--- src/rtl/iua_uart_tx_arb_if.sv ---
// Byte-stream bundle shared by the two packet requesters, the arbiter and the UART TX serializer.
interface iua_uart_tx_arb_if;
  logic [7:0] s0_data;
  logic       s0_last;
  logic       s0_valid;
  logic       s0_ready;
  logic [7:0] s1_data;
  logic       s1_last;
  logic       s1_valid;
  logic       s1_ready;
  logic [7:0] m_data;
  logic       m_valid;
  logic       m_ready;

  // Arbiter view: consumes both requester streams, produces the UART byte stream.
  modport slave (
    input  s0_data, s0_last, s0_valid,
    output s0_ready,
    input  s1_data, s1_last, s1_valid,
    output s1_ready,
    output m_data, m_valid,
    input  m_ready
  );

  // Requester/serializer view.
  modport master (
    output s0_data, s0_last, s0_valid,
    input  s0_ready,
    output s1_data, s1_last, s1_valid,
    input  s1_ready,
    input  m_data, m_valid,
    output m_ready
  );
endinterface

--- src/rtl/iua_uart_tx_arb.sv ---
// Packet-level round-robin arbiter between capture data (s0) and command responses (s1)
// onto the single UART TX byte stream, with optional channel header and stall watchdog.
module iua_uart_tx_arb #(
  parameter bit          HDR_EN     = 1'b1,
  parameter int unsigned TIMEOUT    = 4096,
  parameter logic [7:0]  ABORT_BYTE = 8'hFF
) (
  input  logic              clk,
  input  logic              rst_n,
  iua_uart_tx_arb_if.slave  bus,
  output logic [1:0]        grant,
  output logic              busy,
  output logic              err_timeout
);
  localparam logic [2:0] S_IDLE  = 3'd0;
  localparam logic [2:0] S_HDR   = 3'd1;
  localparam logic [2:0] S_DATA  = 3'd2;
  localparam logic [2:0] S_DRAIN = 3'd3;
  localparam logic [2:0] S_ABORT = 3'd4;

  localparam bit          WD_ON   = (TIMEOUT != 0);
  localparam logic [15:0] WD_LAST = (TIMEOUT == 0) ? 16'd0 : 16'(TIMEOUT - 1);

  logic [2:0]  state;
  logic        owner;
  logic        rr;
  logic [15:0] wdog;
  logic [7:0]  m_data_q;
  logic        m_valid_q;

  logic        out_free;
  logic        in_data;
  logic        own_valid;
  logic        own_last;
  logic [7:0]  own_data;
  logic        own_xfer;
  logic        pick;

  assign out_free = ~m_valid_q | bus.m_ready;
  assign in_data  = (state == S_DATA);

  always_comb begin
    own_valid = bus.s0_valid;
    own_last  = bus.s0_last;
    own_data  = bus.s0_data;
    if (owner) begin
      own_valid = bus.s1_valid;
      own_last  = bus.s1_last;
      own_data  = bus.s1_data;
    end
  end

  assign own_xfer = in_data & own_valid & out_free;

  // A lone requester wins outright; in a contest the one that did not own last time wins.
  assign pick = (bus.s0_valid & bus.s1_valid) ? ~rr : bus.s1_valid;

  assign bus.s0_ready = in_data & ~owner & out_free;
  assign bus.s1_ready = in_data &  owner & out_free;
  assign bus.m_data   = m_data_q;
  assign bus.m_valid  = m_valid_q;
  assign busy         = (state != S_IDLE);

  always_ff @(posedge clk or negedge rst_n) begin
    if (!rst_n) begin
      state       <= S_IDLE;
      owner       <= 1'b0;
      rr          <= 1'b1;
      wdog        <= '0;
      grant       <= '0;
      m_data_q    <= '0;
      m_valid_q   <= 1'b0;
      err_timeout <= 1'b0;
    end else begin
      err_timeout <= 1'b0;
      if (m_valid_q && bus.m_ready) m_valid_q <= 1'b0;

      case (state)
        S_IDLE: begin
          if (bus.s0_valid || bus.s1_valid) begin
            owner <= pick;
            rr    <= pick;
            grant <= pick ? 2'b10 : 2'b01;
            wdog  <= '0;
            state <= HDR_EN ? S_HDR : S_DATA;
          end
        end
        S_HDR: begin
          if (out_free) begin
            m_data_q  <= {7'h40, owner};
            m_valid_q <= 1'b1;
            wdog      <= '0;
            state     <= S_DATA;
          end
        end
        S_DATA: begin
          // A transfer always beats the watchdog, so a last byte on the expiry cycle is kept.
          if (own_xfer) begin
            m_data_q  <= own_data;
            m_valid_q <= 1'b1;
            wdog      <= '0;
            if (own_last) state <= S_DRAIN;
          end else if (!own_valid) begin
            if (WD_ON && (wdog == WD_LAST)) state <= S_ABORT;
            else                            wdog  <= wdog + 16'd1;
          end
        end
        S_DRAIN: begin
          if (out_free) begin
            state <= S_IDLE;
            grant <= '0;
          end
        end
        S_ABORT: begin
          if (out_free) begin
            err_timeout <= 1'b1;
            if (HDR_EN) begin
              m_data_q  <= ABORT_BYTE;
              m_valid_q <= 1'b1;
              state     <= S_DRAIN;
            end else begin
              state <= S_IDLE;
              grant <= '0;
            end
          end
        end
        default: begin
          state <= S_IDLE;
          grant <= '0;
        end
      endcase
    end
  end
endmodule

--- src/flat_wrapper.sv ---
// flat-port wrapper written by rule: the top's interface ports become plain ports
module iua_uart_tx_arb_flat 
#(
  parameter bit          HDR_EN     = 1'b1,
  parameter int unsigned TIMEOUT    = 4096,
  parameter logic [7:0]  ABORT_BYTE = 8'hFF
)
  (clk, rst_n, grant, busy, err_timeout, bus_s0_data, bus_s0_last, bus_s0_valid, bus_s0_ready, bus_s1_data, bus_s1_last, bus_s1_valid, bus_s1_ready, bus_m_data, bus_m_valid, bus_m_ready);
  iua_uart_tx_arb_if bus_i ();
  input  logic clk;
  input  logic rst_n;
  output logic [1:0] grant;
  output logic busy;
  output logic err_timeout;
  input wire logic [$bits(bus_i.s0_data)-1:0] bus_s0_data;
  input wire logic [$bits(bus_i.s0_last)-1:0] bus_s0_last;
  input wire logic [$bits(bus_i.s0_valid)-1:0] bus_s0_valid;
  output wire logic [$bits(bus_i.s0_ready)-1:0] bus_s0_ready;
  input wire logic [$bits(bus_i.s1_data)-1:0] bus_s1_data;
  input wire logic [$bits(bus_i.s1_last)-1:0] bus_s1_last;
  input wire logic [$bits(bus_i.s1_valid)-1:0] bus_s1_valid;
  output wire logic [$bits(bus_i.s1_ready)-1:0] bus_s1_ready;
  output wire logic [$bits(bus_i.m_data)-1:0] bus_m_data;
  output wire logic [$bits(bus_i.m_valid)-1:0] bus_m_valid;
  input wire logic [$bits(bus_i.m_ready)-1:0] bus_m_ready;
  assign bus_i.s0_data = bus_s0_data;
  assign bus_i.s0_last = bus_s0_last;
  assign bus_i.s0_valid = bus_s0_valid;
  assign bus_s0_ready = bus_i.s0_ready;
  assign bus_i.s1_data = bus_s1_data;
  assign bus_i.s1_last = bus_s1_last;
  assign bus_i.s1_valid = bus_s1_valid;
  assign bus_s1_ready = bus_i.s1_ready;
  assign bus_m_data = bus_i.m_data;
  assign bus_m_valid = bus_i.m_valid;
  assign bus_i.m_ready = bus_m_ready;
  iua_uart_tx_arb #(.HDR_EN(HDR_EN), .TIMEOUT(TIMEOUT), .ABORT_BYTE(ABORT_BYTE)) u_core (.clk(clk), .rst_n(rst_n), .bus(bus_i), .grant(grant), .busy(busy), .err_timeout(err_timeout));
endmodule
--- config.mk ---
export PLATFORM = sky130hd
export DESIGN_NAME = iua_uart_tx_arb_flat
export DESIGN_NICKNAME = d
export VERILOG_FILES = /design/src/rtl/iua_uart_tx_arb_if.sv /design/src/rtl/iua_uart_tx_arb.sv /design/src/flat_wrapper.sv
export SDC_FILE = /design/constraint.sdc
export NUM_CORES = 1
export LEC_CHECK = 0
export ABC_CLOCK_PERIOD_IN_PS = 3050
export BUFFER_PORTS_ARGS = -buffer_cell sky130_fd_sc_hd__buf_4
export CAP_MARGIN = 5
export CORE_ASPECT_RATIO = 1.25
export CORE_MARGIN = 1.5
export CORE_UTILIZATION = 50
export DETAILED_ROUTE_END_ITERATION = 6
export PLACE_DENSITY = 0.78
export SYNTH_ARGS = -nofsm -noshare
export SYNTH_HDL_FRONTEND = slang
export SYNTH_SLANG_ARGS = --single-unit
--- constraint.sdc ---
create_clock -name clk -period 3.05 [get_ports clk]
set_input_delay 0.61 -clock clk [delete_from_list [all_inputs] [get_ports clk]]
set_output_delay 0.61 -clock clk [all_outputs]
set_load 0.02 [all_outputs]
==> reports/qor.csv, run 1 <==
metric,value,unit
outcome,finished clean,
Most used DFF post-synth,dfrtp_1,
synth warn,0,
Tcrit/Tclk final,77.2,%
Fmax,0.425,GHz
Cells after Synth,212,
"commonest non-fill, non-tap cells in the layout","buf_4 (39), dfrtp_1 (32), nand2_1 (19), a21oi_1 (19), o21ai_1 (16)",
"Slew Viols, Final",0,
hold slack,0.262,ns
Vias/cell,5.93,
Filler Cell Count,340,
DRT Pass-1 Iters,4,
global-route wire length before repair,7620,um
Initial Utilization,52.6,%
FF/Latch Area,827,um2
H-tree Lvls,2,
post-synthesis sequential area ratio,41.5,%
endpoint class of the critical path,output port,
core area,3780,um2
TNS Setup,0,ns
total wire length,4620,um
"antenna viol nets, final",0,
largest net degree at the start of global routing,34,
Final Hold Violating Endpoints,0,
Total Routing Usage GR,23.3,%
via count,1810,
Ant. Diodes,0,
worst setup path start,u_core.state[1],
Final min period,2.35,ns
worst clock skew,0.00548,ns
CTS Hold Bufs,0,
HPWL after DPL,3340,um
initial antenna violation count,0,
# rows,25,
CTS buffer count,5,
drc violations,0,
Wirelength per Cell,15.1,um
peak supply drop,339,uV
Resize count post-CTS,0,
Syn Nets,236,
Least-Margin Pin Slew,0.702,ns
final instance count without filler cells,305,
TritonCTS clock tree,built,
"Setup Fix Bufs, Post-CTS",0,
total gr overflow,0,
Placed Area,2300,um2
multi-input logic area,1100,um2
crit path max fanout,14,
Cell variety after synth,53,
post-route cell area,2380,um2
area grow syn2layout,19.7,%
Yosys reg bits,33,
final core utilization,62.9,%
"EDFF count, synth",0,
Max Buffers Root-to-Sink,2,
Clock Latency Late Sink,0.28,ns
Power Dens Cells,833,nW/um2
Tightest Hold Check Type,in2async,
Clock Root Buffer,clkbuf_8,
CTS Sinks,33,
clk slew on worst S/H paths,0.06,ns
Avg Inst Size Synth,9.39,um2
RSZ-0062 raised after global routing,false,
vias in the first global route,1644,
setup violators final,0,
mapped cell area,1990,um2
Slew headroom,52.9,%
"reg-to-reg slack, setup",1.01,ns
DRC marker count from the first detailed-route iteration,89,
nets@finish,274,
Pleak,1.08,nW
area of the die,4370,um2
maxcap violations,0,
overall die height,73.5,um
CP Data Required Time,2.44,ns
layout cells sized above 1,23.5,%
I/O Pins,38,
"commonest non-fill, non-tap cell in the layout",buf_4,
Die Width,59.4,um
Post-synth ARST share,100,%
r2r startpoint,u_core.state[1],
I/O Buffers,37,
DP Cell Count,297,
CP arrival,1.74,ns
critical setup path kind,reg2out,
Critical Path Start Type,register,
GPL Wtd Cong,0.839,
worst reg2reg path depth,4,
-- registers in the layout (all words and copies together) (netlist names) --
name and count:
u_core.bus.m_data 8, u_core.bus.m_valid 1, u_core.err_timeout 1, u_core.grant 2, u_core.owner 1, u_core.rr 1, u_core.state 3, u_core.wdog 16
-- through the flow --
step / total power, mW / setup slack, ns
floorplan: 1.39 / 1.11
global placement: 1.67 / 0.902
detailed placement: 1.69 / 0.857
CTS: 2.00 / 0.707
global route: 2.13 / 0.588
finish: 1.98 / 0.696
-- synth_stat cells (all sizes together) (2+ instances only) --
| library cell | count | area share, % |
|---|---|---|
| o22ai | 2 | 0.63 |
| nand2b | 3 | 0.94 |
| o211a | 2 | 1.0 |
| nor4 | 3 | 2.5 |
| a22o | 6 | 2.6 |
| inv | 4 | 0.75 |
| and3 | 3 | 0.94 |
| a21oi | 21 | 5.7 |
| nor3 | 5 | 1.5 |
| a211oi | 2 | 1.3 |
| clkbuf | 2 | 0.38 |
| nand4 | 3 | 1.3 |
| a31oi | 8 | 2.5 |
| o21ai | 24 | 6.2 |
| a21o | 2 | 0.75 |
| mux2 | 3 | 1.9 |
| nand3 | 15 | 3.8 |
| dfrtp | 32 | 40 |
| buf | 6 | 2.1 |
| nor2b | 2 | 0.63 |
| o31ai | 2 | 0.75 |
| nand2 | 19 | 3.6 |
| nor2 | 14 | 2.8 |
| mux2i | 10 | 5.0 |
| or3 | 2 | 0.63 |
-- power by group --
group | switching [mW] | internal, mW
clock | 0.144 | 0.162
sequential | 0.136 | 0.550
combinational | 0.568 | 0.424
total | 0.848 | 1.14
-- worst max-delay path, cell delays in order, from the launching register on --
cell and delay, ns:
dfrtp_1 0.64, or3b_1 0.49, nor3_1 0.16, buf_4 0.17
-- final timing paths --
path | to
max in group asynchronous | u_core.rr
min in group clk | u_core.bus.m_data[7]
hold / removal | u_core.wdog[14]
setup reg to reg | u_core.state[0]
hold reg to reg | u_core.bus.m_data[7]
setup / recovery | bus_s0_ready
-- kinds of logic after synthesis --
logic type | after synthesis | synth area share (%)
AO/OA/AOI/OAI | 79 | 26.7
XOR/XNOR | 1 | 0.440
adder cells (fa/ha/maj) | 1 | 0.628
buffers and inverters | 12 | 3.20
flip-flops | 33 | 41.5
multiplexers | 13 | 6.91
AND/OR/NAND/NOR | 73 | 20.6
-- final cells by class --
| type | instances | area share, % |
|---|---|---|
| Tap cell | 54 | 2.84 |
| Inverter | 4 | 0.630 |
| Sequential cell | 33 | 34.7 |
| Timing Repair Buffer | 39 | 12.3 |
| Multi-Input combinational cell | 167 | 46.2 |
| Clock buffer | 8 | 3.36 |
-- per-layer routing --
metal / routed length [um] / vias up / part of all wire, % / GRT usage (%)
li1: - / 879 / - / -
met1: 1970 / 852 / 43 / 28.1
met2: 2250 / 71 / 49 / 37.0
met3: 296 / 8 / 6.4 / 5.28
met4: 104 / 0 / 2.3 / 14.4
met5: 0 / - / 0 / 0
(Power assumes the default switching activity.)
==> run 2: changes to the inputs <==
--- a/config.mk
+++ b/config.mk
@@ -5,14 +5,15 @@
 export SDC_FILE = /design/constraint.sdc
 export NUM_CORES = 1
 export LEC_CHECK = 0
-export ABC_CLOCK_PERIOD_IN_PS = 3050
+export ABC_AREA = 1
+export ABC_CLOCK_PERIOD_IN_PS = 1950
 export BUFFER_PORTS_ARGS = -buffer_cell sky130_fd_sc_hd__buf_4
 export CAP_MARGIN = 5
 export CORE_ASPECT_RATIO = 1.25
 export CORE_MARGIN = 1.5
 export CORE_UTILIZATION = 50
 export DETAILED_ROUTE_END_ITERATION = 6
-export PLACE_DENSITY = 0.78
+export PLACE_DENSITY = 0.81
 export SYNTH_ARGS = -nofsm -noshare
 export SYNTH_HDL_FRONTEND = slang
 export SYNTH_SLANG_ARGS = --single-unit
==> constraint.sdc (replaced) <==
create_clock -name clk -period 1.95 [get_ports clk]
set_input_delay 0.39 -clock clk [delete_from_list [all_inputs] [get_ports clk]]
set_output_delay 0.39 -clock clk [all_outputs]
set_load 0.02 [all_outputs]
==> run 2 against run 1 <==
First-iteration DRC count up 26%. Power grew 44%. Register-to-register slack lost 0.69 ns. Flip-flop and latch count did not move. Core utilization decreased by 0.47 points. Die area is 4.1% higher. Wire length down 1.8%. Synthesized cell count grew 42%. Highest routed layer unchanged.
==> reports/qor.csv, run 2 <==
metric,value,unit,change
mapped cell area,2080,um2,was 1990 um2
Final min period,1.83,ns,
"slowest stage delay, CP",0.44,ns,was 0.64 ns
"commonest non-fill, non-tap cell in the layout",nand2_1,,was buf_4
Syn Nets,325,,was 236
CP Data Required Time,1.56,ns,was 2.44 ns
"commonest non-fill, non-tap cells in the layout","nand2_1 (129), buf_4 (39), nor2_1 (35)",,"was buf_4 (39), dfrtp_1 (32), nand2_1 (19), a21oi_1 (19), o21ai_1 (16)"
maxcap violations,0,,unchanged
area grow syn2layout,21.3,%,was 19.7%
initial antenna violation count,0,,unchanged
CTS buffer count,5,,unchanged
multi-input logic area,1130,um2,was 1100 um2
vias in the first global route,1864,,was 1644
"Slew Viols, Final",0,,unchanged
HPWL after DPL,3410,um,was 3340 um
total gr overflow,0,,unchanged
Ant. Diodes,0,,unchanged
total wire length,4540,um,was 4620 um
Least-Margin Pin Slew,0.419,ns,was 0.702 ns
Cell variety after synth,30,,was 53
Pleak,1.32,nW,was 1.08 nW
global-route wire length before repair,7600,um,was 7620 um
"Slowest-stage cell, CP",dfrtp_1,,unchanged
Avg Inst Size Synth,6.90,um2,was 9.39 um2
Total Routing Usage GR,22.3,%,was 23.3%
Filler Cell Count,393,,was 340
setup violators final,0,,unchanged
Slew headroom,72.1,%,was 52.9%
critical setup path kind,reg2out,,unchanged
Tightest Hold Check Type,in2async,,unchanged
Cells after Synth,301,,was 212
TNS Setup,0,ns,unchanged
Die Width,60.6,um,was 59.4 um
outcome,finished clean,,unchanged
Fmax,0.548,GHz,
"top cells by area, synth","dfrtp_1 (39%), nand2_1 (23%), nor2_1 (6.7%)",,"was dfrtp_1 (40%), mux2i_1 (5.0%), a21oi_1 (4.8%)"
most frequent cells after synthesis,"nand2_1 (129), nor2_1 (37), dfrtp_1 (32)",,"was dfrtp_1 (32), a21oi_1 (19), nand2_1 (19)"
Vias/cell,4.95,,was 5.93
worst clock skew,0.00880,ns,was 0.00548 ns
post-synthesis sequential area ratio,39.8,%,was 41.5%
DP Cell Count,394,,was 297
"EDFF count, synth",0,,unchanged
RSZ-0062 raised after global routing,false,,unchanged
Most used DFF post-synth,dfrtp_1,,unchanged
Worst Path Buf+Inv,2,,was 1
max FFs per register,16,,unchanged
synth warn,0,,unchanged
Wirelength per Cell,11.3,um,was 15.1 um
top-area cell type share of the netlist area,38.6,%,was 40.2%
most common cell in the netlist,nand2_1,,was dfrtp_1
Post-synth ARST share,100,%,unchanged
FF/Latch Area,828,um2,was 827 um2
overall die height,75.1,um,was 73.5 um
DRC marker count from the first detailed-route iteration,112,,was 89
Design Power,2.87,mW,was 1.98 mW
"antenna viol nets, final",0,,unchanged
I/O Pins,38,,unchanged
endpoint class of the critical path,output port,,unchanged
drc violations,0,,unchanged
Critical Path Start Type,register,,unchanged
peak supply drop,423,uV,was 339 uV
nets@finish,369,,was 274
GPL Wtd Cong,0.953,,was 0.839
Power Dens Cells,1140,nW/um2,was 833 nW/um2
core area,4030,um2,was 3780 um2
post-synth top area cell,dfrtp_1,,unchanged
Tcrit/Tclk final,93.6,%,
Clock Latency Late Sink,0.29,ns,was 0.28 ns
H-tree Lvls,2,,unchanged
crit-path cells,nor2_4 -> nand2_4 -> nor2_2 -> inv_1 -> nor2_1 -> buf_4,,was or3b_1 -> nor3_1 -> buf_4
I/O Buffers,37,,unchanged
layout cells sized above 1,22.3,%,was 23.5%
"CP delay by family, top",simple AND/OR/NAND/NOR gates,,unchanged
TritonCTS clock tree,built,,unchanged
via count,1991,,was 1810
Largest Register,u_core.wdog,,unchanged
clk slew on worst S/H paths,0.08,ns,was 0.06 ns
Clock Root Buffer,clkbuf_8,,unchanged
CTS Hold Bufs,0,,unchanged
crit path max fanout,5,,was 14
# rows,26,,was 25
final instance count without filler cells,402,,was 305
Initial Utilization,51.5,%,was 52.6%
DRT Pass-1 Iters,4,,unchanged
Final Hold Violating Endpoints,0,,unchanged
area of the die,4550,um2,was 4370 um2
CP arrival,1.44,ns,was 1.74 ns
CTS Sinks,33,,unchanged
Max Buffers Root-to-Sink,2,,unchanged
largest net degree at the start of global routing,34,,unchanged
Yosys reg bits,33,,unchanged
[run 2: cell count changes in the layout (fill, tap and decap cells not counted), moves of 6 or more]
cell     change
a21oi_1     -16
a22o_1       -6
a31oi_1      -6
inv_1       +20
mux2i_1     -10
nand2_1    +110
nand2_2      +6
nor2_1      +22
o21ai_1     -15
[run 2: cell families after synthesis]
kind of cell / share of synthesized area [%]
and+or+nand+nor: 44.0
DFF: 39.8
buffers and inverters: 6.51
AOI/OAI and AO/OA: 5.30
xor gates and xnor gates: 3.80
adders and majority gates: 0.602
[run 2: stage by stage]
stage | setup WS [ns] | instance area, um2 | utilization [%] | hold slack [ns]
detailed placement | 0.256 | 2420 | 59.9 | 0.359
CTS | 0.0103 | 2510 | 62.1 | 0.0368
global route | 0.0162 | 2520 | 62.5 | 0.0571
floorplan | 0.229 | 2080 | - | 0.0944
global placement | 0.271 | 2420 | 59.9 | 0.352
finish | 0.124 | 2520 | 62.5 | 0.0267
[run 2: routing by layer]
metal  track usage [%]  wire length, um
met4              9.90               94
met1              25.1             1970
met2              39.1             2240
met3              5.67              235
met5                 0                0
[run 2: path summary, 6_finish.rpt]
check / startpoint / end / slack (ns) / cells after the start
worst max-delay path: u_core.state[2] / bus_s0_ready / 0.12 / 6
worst min-delay path: rst_n / u_core.grant[0] / 0.03 / 1
worst max register to register: u_core.owner / u_core.bus.m_data[3] / 0.32 / 7
worst min register to register: u_core.rr / u_core.rr / 0.48 / 2
max in group asynchronous: rst_n / u_core.rr / 1.60 / 1
min in group clk: bus_s0_data[1] / u_core.bus.m_data[1] / 0.39 / 5
[run 2: cell type report]
type	count	share of cell area, %
flip-flops and latches	33	32.9
repair buffers	39	11.6
inverters	29	4.47
clock buffers	5	2.73
well taps	56	2.78
clock inverters	3	0.695
multi-input cells	237	44.8
[run 2: repair_timing]
action,in CTS,in global routing
hold endpoints to repair,0,0
resized for setup,1,4
setup buffers,0,0
endpoints found under the setup margin,1,2
[run 2: power breakdown]
group          total (mW)  leakage [nW]  switching [mW]  internal [mW]
clock               0.514        0.0439           0.268          0.246
sequential          0.953         0.439           0.127          0.825
combinational        1.40         0.834           0.918          0.481
total                2.87          1.32            1.31           1.55
==> run 3: changes to the inputs <==
--- a/config.mk
+++ b/config.mk
@@ -11,9 +11,9 @@
 export CAP_MARGIN = 5
 export CORE_ASPECT_RATIO = 1.25
 export CORE_MARGIN = 1.5
-export CORE_UTILIZATION = 50
+export CORE_UTILIZATION = 30
 export DETAILED_ROUTE_END_ITERATION = 6
-export PLACE_DENSITY = 0.81
+export PLACE_DENSITY = 0.55
 export SYNTH_ARGS = -nofsm -noshare
 export SYNTH_HDL_FRONTEND = slang
 export SYNTH_SLANG_ARGS = --single-unit
==> run 3 against run 2 <==
Clock power up 6.8%. Fmax up 1.8%. Die area up 63%. Largest cell class unchanged.
==> reports/qor.csv, run 3 (synthesis results as in run 2) <==
metric,value,unit,change
drc violations,0,,unchanged
endpoint class of the critical path,output port,,unchanged
DP Cell Count,425,,was 394
"Slowest-stage cell, CP",dfrtp_2,,was dfrtp_1
crit-path cells,nor2_4 -> nand2_4 -> nor2_2 -> inv_1 -> nor2_1 -> buf_4,,unchanged
worst clock skew,0.00844,ns,was 0.00880 ns
setup violators final,0,,unchanged
post-route setup slack,0.157,ns,was 0.124 ns
combinational power share,48.9,%,was 48.8%
hold slack,0.0514,ns,was 0.0267 ns
Switching Power,1.32,mW,was 1.31 mW
Vias/cell,4.41,,was 4.95
Final Hold Violating Endpoints,0,,unchanged
CP Data Required Time,1.56,ns,about the same
HPWL after DPL,3660,um,was 3410 um
outcome,finished clean,,unchanged
layout cells sized above 1,21.9,%,was 22.3%
TNS Setup,0,ns,unchanged
Reg power frac,32.4,%,was 33.2%
Power Dens Cells,1140,nW/um2,about the same
core area,6650,um2,was 4030 um2
"CP delay by family, top",simple AND/OR/NAND/NOR gates,,unchanged
Pleak,1.32,nW,about the same
total wire length,4950,um,was 4540 um
"antenna viol nets, final",0,,unchanged
clock power share,18.7,%,was 17.9%
H-tree Lvls,2,,unchanged
nets@finish,370,,was 369
dpl ws,0.159,ns,was 0.256 ns
Total Routing Usage GR,14.6,%,was 22.3%
DRC marker count from the first detailed-route iteration,56,,was 112
CTS Sinks,33,,unchanged
global-route wire length before repair,8620,um,was 7600 um
Least-Margin Pin Slew,0.450,ns,was 0.419 ns
Tcrit/Tclk final,92.0,%,was 93.6%
crit path max fanout,5,,unchanged
I/O Pins,38,,unchanged
"commonest non-fill, non-tap cell in the layout",nand2_1,,unchanged
Int Power,1.61,mW,was 1.55 mW
"commonest non-fill, non-tap cells in the layout","nand2_1 (129), buf_4 (40), nor2_1 (35)",,"was nand2_1 (129), buf_4 (39), nor2_1 (35)"
Tightest Hold Check Type,in2async,,unchanged
clk slew on worst S/H paths,0.07,ns,was 0.08 ns
switching portion of total power,45.0,%,was 45.8%
peak supply drop,348,uV,was 423 uV
DRT Pass-1 Iters,4,,unchanged
max FFs per register,16,,unchanged
CTS buffer count,5,,unchanged
I/O Buffers,37,,unchanged
RSZ-0062 raised after global routing,false,,unchanged
initial antenna violation count,0,,unchanged
CP arrival,1.40,ns,was 1.44 ns
area of the die,7430,um2,was 4550 um2
overall die height,96.0,um,was 75.1 um
vias in the first global route,1946,,was 1864
Initial Utilization,31.2,%,was 51.5%
Max Buffers Root-to-Sink,2,,unchanged
critical setup path kind,reg2out,,unchanged
Filler Cell Count,714,,was 393
Clock Latency Late Sink,0.28,ns,was 0.29 ns
maxcap violations,0,,unchanged
GPL Wtd Cong,0.793,,was 0.953
TritonCTS clock tree,built,,unchanged
Largest Register,u_core.wdog,,unchanged
Final min period,1.79,ns,was 1.83 ns
Wirelength per Cell,11.4,um,was 11.3 um
Die Width,77.4,um,was 60.6 um
final core utilization,38.7,%,was 62.5%
"slowest stage delay, CP",0.45,ns,was 0.44 ns
largest net degree at the start of global routing,34,,unchanged
Clock Root Buffer,clkbuf_8,,unchanged
Critical Path Start Type,register,,unchanged
"Slew Viols, Final",0,,unchanged
# rows,33,,was 26
area grow syn2layout,23.7,%,was 21.3%
final instance count without filler cells,434,,was 402
CTS Hold Bufs,0,,unchanged
Ant. Diodes,0,,unchanged
Slew headroom,70.0,%,was 72.1%
via count,1914,,was 1991
Fmax,0.558,GHz,was 0.548 GHz
Worst Path Buf+Inv,2,,unchanged
total gr overflow,0,,unchanged
## run 3: cell types whose count changed in the layout (fill, tap and decap cells not counted)
cell        change
clkbuf_1        +2
clkinv_2        -2
clkbuf_8        +1
clkinvlp_4      -1
buf_4           +1
## run 3: path summary, 6_finish.rpt
kind	startpoint	end	slack, ns	cells past startpoint
worst min-delay path	rst_n	u_core.wdog[8]	0.05	1
worst max-delay path	u_core.state[0]	bus_s0_ready	0.16	6
min in group clk	bus_s0_data[1]	u_core.bus.m_data[1]	0.40	5
max in group asynchronous	rst_n	u_core.rr	1.55	1
worst max register to register	u_core.owner	u_core.bus.m_data[7]	0.25	7
worst min register to register	u_core.rr	u_core.rr	0.48	2
## run 3: routing by layer
metal | GRT usage, % | vias up | wire length, um
met4 | 4.24 | 0 | 23
met2 | 26.7 | 31 | 2440
li1 | - | 1024 | -
met5 | 0 | - | 0
met3 | 3.79 | 2 | 189
met1 | 16.9 | 857 | 2300
## run 3: worst reg2reg max path, delay by kind of cell (launching register included)
family | cells | cell delay (ns)
AOI/OAI and AO/OA | 1 | 0.06
buffers and inverters | 1 | 0.13
DFF | 1 | 0.53
and+or+nand+nor | 5 | 0.87
## run 3: per-stage QoR
stage	power [mW]	area (um2)
after floorplan	1.94	2080
after global placement	2.36	2460
after detailed placement	2.36	2460
after CTS	2.93	2550
after global routing	3.17	2570
final	2.93	2570
## run 3: layout make-up
cell class              instances  area (um2)  area share (%)
well taps                      87         109            4.24
inverters                      29         113            4.38
repair buffers                 40         300            11.7
flip-flops and latches         33         828            32.2
multi-input cells             237        1130            44.0
clock buffers                   8        90.1            3.51
## run 3: power by group through the flow
| stage | registers [mW] | clock network [mW] | logic (mW) |
|---|---|---|---|
| 6_report | 0.947 | 0.549 | 1.43 |
| 5_1_grt | 0.968 | 0.586 | 1.62 |
| 4_1_cts | 0.942 | 0.571 | 1.41 |
| 3_5_place_dp | 0.955 | 0 | 1.41 |
| 3_3_place_gp | 0.949 | 0 | 1.41 |
| 2_1_floorplan | 1.01 | 0 | 0.929 |
## run 3: timing repair
| action | in CTS | in global routing |
|---|---|---|
| resized for setup | 0 | 5 |
| endpoints found under the setup margin | 0 | 2 |
| buffers inserted | 0 | 1 |
